--- config.mk ---
export PLATFORM = sky130hd
export DESIGN_NAME = regfile_wb_scheduler
export DESIGN_NICKNAME = d
export VERILOG_FILES = /design/src/rtl/regfile_wb_scheduler.sv
export SDC_FILE = /design/constraint.sdc
export NUM_CORES = 1
export LEC_CHECK = 0
export CORE_MARGIN = 2
export CORE_UTILIZATION = 30
export CTS_CLUSTER_DIAMETER = 120
export DETAILED_ROUTE_END_ITERATION = 6
export GPL_TIMING_DRIVEN = 1
export PLACE_DENSITY = 0.58
export SLEW_MARGIN = 20
export SYNTH_ARGS = -nofsm -noshare
export SYNTH_HDL_FRONTEND = slang
export SYNTH_SLANG_ARGS = --single-unit
--- constraint.sdc ---
create_clock -name clk -period 1.7 [get_ports clk]
set_clock_uncertainty 0.05 [all_clocks]
set_input_delay 0.17 -clock clk [delete_from_list [all_inputs] [get_ports clk]]
set_output_delay 0.17 -clock clk [all_outputs]
set_load 0.01 [all_outputs]
--- src/rtl/regfile_wb_scheduler.sv ---
// Register-file writeback scheduler: round-robin arbitration of the ALU and load unit onto
// the single write port, plus a pending-write scoreboard for decode hazard detection.
module regfile_wb_scheduler #(
  parameter int XLEN = 32,
  parameter int NREG = 32,
  localparam int RW  = $clog2(NREG)
) (
  input  logic            clk,
  input  logic            rst,
  input  logic            alu_valid,
  output logic            alu_ready,
  input  logic [RW-1:0]   alu_rd,
  input  logic [XLEN-1:0] alu_data,
  input  logic            lsu_valid,
  output logic            lsu_ready,
  input  logic [RW-1:0]   lsu_rd,
  input  logic [XLEN-1:0] lsu_data,
  output logic            wb_we,
  output logic [RW-1:0]   wb_rd,
  output logic [XLEN-1:0] wb_data,
  input  logic            alloc_valid,
  input  logic [RW-1:0]   alloc_rd,
  output logic            alloc_ready,
  input  logic [RW-1:0]   rs1,
  input  logic [RW-1:0]   rs2,
  output logic            raw_hazard
);

  // last_grant_reg: 0 = ALU won most recently, 1 = load unit won most recently
  logic            last_grant_reg;
  logic            wb_we_reg;
  logic [RW-1:0]   wb_rd_reg;
  logic [XLEN-1:0] wb_data_reg;
  logic [NREG-1:0] pending_reg;
  logic [NREG-1:0] pending_next;

  logic            grant_alu;
  logic            grant_lsu;
  logic            hs_any;
  logic [RW-1:0]   sel_rd;
  logic [XLEN-1:0] sel_data;
  logic            alloc_fire;
  logic [NREG-1:0] set_vec;
  logic [NREG-1:0] clr_vec;

  always_comb begin
    grant_alu = alu_valid & (~lsu_valid | last_grant_reg);
    grant_lsu = lsu_valid & (~alu_valid | ~last_grant_reg);
    hs_any    = grant_alu | grant_lsu;
    sel_rd    = grant_alu ? alu_rd : lsu_rd;
    sel_data  = grant_alu ? alu_data : lsu_data;
  end

  assign alu_ready = grant_alu;
  assign lsu_ready = grant_lsu;

  always_ff @(posedge clk or negedge rst) begin
    if (!rst) begin
      last_grant_reg <= 1'b1;
      wb_we_reg      <= 1'b0;
      wb_rd_reg      <= '0;
      wb_data_reg    <= '0;
    end else begin
      wb_we_reg <= hs_any & (sel_rd != '0);
      if (hs_any) begin
        last_grant_reg <= grant_lsu;
      end
      // x0 handshakes are consumed without disturbing the visible write port
      if (hs_any && sel_rd != '0) begin
        wb_rd_reg   <= sel_rd;
        wb_data_reg <= sel_data;
      end
    end
  end

  assign wb_we   = wb_we_reg;
  assign wb_rd   = wb_rd_reg;
  assign wb_data = wb_data_reg;

  always_comb begin
    alloc_ready = (alloc_rd == '0) | ~pending_reg[alloc_rd] | (wb_we_reg & (wb_rd_reg == alloc_rd));
    alloc_fire  = alloc_valid & alloc_ready & (alloc_rd != '0);
    set_vec     = alloc_fire ? (NREG'(1) << alloc_rd) : '0;
    clr_vec     = wb_we_reg ? (NREG'(1) << wb_rd_reg) : '0;
    raw_hazard  = ((rs1 != '0) & pending_reg[rs1]) | ((rs2 != '0) & pending_reg[rs2]);
  end

  // Set has priority over clear so an allocation landing on the retiring write stays pending
  for (genvar gi = 0; gi < NREG; gi++) begin : g_pending
    if (gi == 0) begin : g_x0
      assign pending_next[gi] = 1'b0;
    end else begin : g_reg
      assign pending_next[gi] = set_vec[gi] | (pending_reg[gi] & ~clr_vec[gi]);
    end
  end

  always_ff @(posedge clk or negedge rst) begin
    if (!rst) begin
      pending_reg <= '0;
    end else begin
      pending_reg <= pending_next;
    end
  end

endmodule

# == Yosys cells after proc, flatten, opt, wreduce, memory -nomap -nowiden ==
# Cells that the tools add are included.
# W data, S select, Z words.
# totals
ff_bits,70
in_bits,94
out_inout_bits,42
# op_classes
n_lt_le_gt_ge,3
eq_ne,1
n_shift,2
muxes,10
bitwise,111
reduce_logical,6
# ops
operator,count
$mux W32,3
$shl A1 B5 Y32 const A,2
$and A1 B1 Y1,39
$or A1 B1 Y1,37
$not A1 Y1,35
$reduce_bool A5 Y1,4
$lt A5 B6 Y1 const B,3
$bmux W1 S5,3
$eq A5 B5 Y1,1
$logic_not A5 Y1,1
$mux W5,1
$mux W1,3
$logic_and A1 B1 Y1,1

# == Depth between registers and ports, before layout ==
# logic_depth
word_depth,9
ltp_mapped,7
mapped_depth_nobuf,5

# == Worst setup path before layout ==
# No wires, ideal clock.
# synth_path
path_kind,register to output
from,reg pending_reg[11]
to,out alloc_ready
arrival_ns,1.549
path_slack_ns,-0.069
stages_incl_launch_ff,6
n_path_buf,0
cell_sequence,dfrtp_1 > mux4_1 > mux2_2 > nand2_2 > o21ai_0 > o211ai_1
# synth_via
elab_chain_cells,5
# synth_rtl
item,line,source
"start, declared",34,logic [NREG-1:0] pending_reg;
"start signal, assigned",101,pending_reg <= pending_next;
$bmux W1 S5,81,alloc_ready = (alloc_rd == '0) | ~pending_reg[alloc_rd] | (wb_we_reg & (wb_rd_reg == alloc_rd));
$mux W1 (implied by the code),81,
$not A1 Y1,81,
$or A1 B1 Y1 (2 in series),81,
"end, declared",23,"output logic alloc_ready,"
# Every way passes these cells. The select of a mux whose other input is x is not followed.

# == Final worst setup path ==
# layout_path
from,reg pending_reg[9]
to,out alloc_ready
# Same word-level chain as after synthesis.

==> results_dict.tcl <==
set metrics [dict create \
    status "finished, violations left" \
    violations "negative setup slack" \
    vias 3900 \
    syn-cell-area_mm2 0.004053 \
    synth_enable_flop_cells 0 \
    final_nets 686 \
    relSlewSlack_pct 75.97 \
    p_per_area_mw_per_mm2 1200 \
    rsz0062_at_grt "true" \
    placed_area_mm2 0.006133 \
    drt_iter0_drc 190 \
    rows 42 \
    grt_pass1_vias 4018 \
    ant_nets 0 \
    grt_first_pass_wirelength_um 21730 \
    end_kind "primary output" \
    final_max_slew_viol_count 0 \
    hpwl_um 10680 \
    cts_num_sinks 70 \
    synth_seq_cells 70 \
    port_buffers 135 \
    largest_reg_flops 32 \
    worstPathArrival_ns 2.01 \
    worstPathMaxFanout 2 \
    fillCellCount 1256 \
    final_layout_size_suffix_gt1_share_pct 27.47 \
    gp_congestion 0.9257 \
    crit_type "reg -> out" \
    area_growth_pct 64.37 \
    diodes 0 \
    grt.total_usage_pct 19.63 \
    drt-total-wl_um 13780 \
    cts_tree "yes" \
    maxCapViolCount 0 \
    gr-total-overflow 0 \
    async_flop_share_pct 100.0 \
    dr.pass1.iters 6 \
    mostFrequentLayoutCell "clkdlybuf4s50_1" \
    grt_max_degree 61 \
    vdd_ir_drop_max_mv 0.6313 \
    initial_core_util_pct 30.60 \
    timing.rr.end "pending_reg[8]" \
    htreeDepth 3 \
    path_clk_slew_ns 0.06 \
    avgViaCountPerCell 5.045 \
    synth_cell_types 44 \
    finalWorstSetupSlack_ns -0.5299 \
    r2r_cells 8 \
    die-width_um 120.2 \
    numCtsBuffers 9 \
    finalNonFillerCells 773 \
    p_leak_nw 2.827 \
    detail_route.wl_per_cell_um 17.83 \
    antenna_found_initial 0 \
    total_power_mw 7.995 \
    period_share_pct 131.2 \
    clock_latency_ns 0.34 \
    min_period_ns 2.230 \
    critPathRequiredTime_ns 1.48 \
    cp-start-kind "flip-flop" \
    pre_cts_ws_ns -1.053 \
    ios 136 \
    drcViolationCount 0 \
    min_path_type "in -> async" \
    die_area_mm2 0.01445 \
    yosysWarnings 0 \
    setup_viol_count_final 30 \
    synth-seq-area-share_pct 43.25 \
    regToRegSetupSlack_ns -0.16 \
    chipHeight_um 120.2 \
    avgSynthCellArea_um2 10.36 \
    fmax_mhz 448.4 \
    final_design_area_no_fill_mm2 0.006661 \
    hold_viol 0 \
    finish.utilization_pct 50.30 \
    ctsRootBufferMaster "clkbuf_16" \
    core-area_mm2 0.01324 \
    worstReg2RegStart "pending_reg[9]" \
    ys.flop_type "dfrtp_1" \
    final_cell_mix "clkdlybuf4s50_1 (120), dfrtp_1 (68), buf_4 (65), mux2i_1 (50), nor2_1 (41)" \
    place_inst 751 \
    syn_inst 391 \
    worstMarginPinSlew_ns 0.3594 \
    cts_max_path_buffers 2 \
    synth.net_count 485 \
]
-- kinds of logic after synthesis --
| group | share of synthesized area (%) |
|---|---|
| AO/OA/AOI/OAI | 15.81 |
| AND/OR/NAND/NOR | 11.45 |
| multiplexers | 24.64 |
| flip-flops | 43.25 |
| buffers and inverters | 3.766 |
| XOR/XNOR | 1.081 |
-- layout make-up --
class / count / area (um^2) / area share (%)
inverters: 3 / 11.26 / 0.1690
well taps: 176 / 220.2 / 3.306
clock inverters: 6 / 85.08 / 1.277
clock buffers: 10 / 239.0 / 3.588
repair buffers: 218 / 2071 / 31.09
multi-input cells: 290 / 2281 / 34.24
flip-flops and latches: 70 / 1754 / 26.33
-- stage by stage --
| step | hold WS (ns) | TNS (ns) |
|---|---|---|
| 2_1_floorplan | -0.1756 | -0.02152 |
| 3_3_place_gp | 0.01575 | -31.62 |
| 3_5_place_dp | 0.009997 | -32.86 |
| 4_1_cts | 0.1818 | -4.162 |
| 5_1_grt | 0.1929 | -5.917 |
| 6_report | 0.1815 | -4.089 |
-- where the power goes --
part | switching (mW) | total [mW] | internal [mW]
sequential | 0.512 | 2.72 | 2.20
combinational | 1.38 | 3.25 | 1.87
clock | 0.711 | 2.03 | 1.32
-- synth_stat cells, drive strengths merged (3+ instances only) --
master / instances / area, um^2
nand3: 5 / 25.02
mux2i: 51 / 510.5
or2: 4 / 25.02
mux4: 20 / 465.5
nand2: 13 / 51.30
buf: 20 / 111.4
nand2b: 3 / 18.77
nand3b: 10 / 75.07
o21ai: 72 / 367.9
inv: 3 / 11.26
a21oi: 37 / 185.2
dfrtp: 69 / 1727
clkbuf: 8 / 30.03
o211ai: 3 / 22.52
nor2: 44 / 167.7
xnor2: 5 / 43.79
-- layer usage --
| metal | GRT usage (%) | vias up | wire length, um |
|---|---|---|---|
| met5 | 0 | - | 0 |
| met4 | 5.596 | 0 | 269 |
| met3 | 6.698 | 21 | 1200 |
| met2 | 32.17 | 176 | 6556 |
| met1 | 24.71 | 1853 | 5756 |
| li1 | - | 1850 | - |
-- worst max-delay path: stages, from the launching register on --
cell and delay [ns]:
dfrtp_1 0.38, buf_6 0.12, mux4_2 0.43, mux2_4 0.29, nand2_4 0.07, o21ai_2 0.05, o211ai_1 0.17, buf_2 0.17
-- timing repair --
item | 4_1_cts | 5_1_grt
setup endpoints to repair | 36 | 74
gates resized for setup | 71 | 27
pin swaps | 14 | 13
buffers inserted | 12 | 2
hold buffers | 1 | 0
endpoints found under the hold margin | 10 | 0
-- worst max path at each step --
stage,startpoint,to,depth (start not counted)
after floorplan,pending_reg[14],alloc_ready,5
after global placement,alloc_rd[1],alloc_ready,8
after detailed placement,alloc_rd[1],alloc_ready,8
after CTS,pending_reg[9],alloc_ready,7
after global routing,pending_reg[9],alloc_ready,7
final,pending_reg[9],alloc_ready,7
Note: power is estimated with default switching activity, not from simulation.
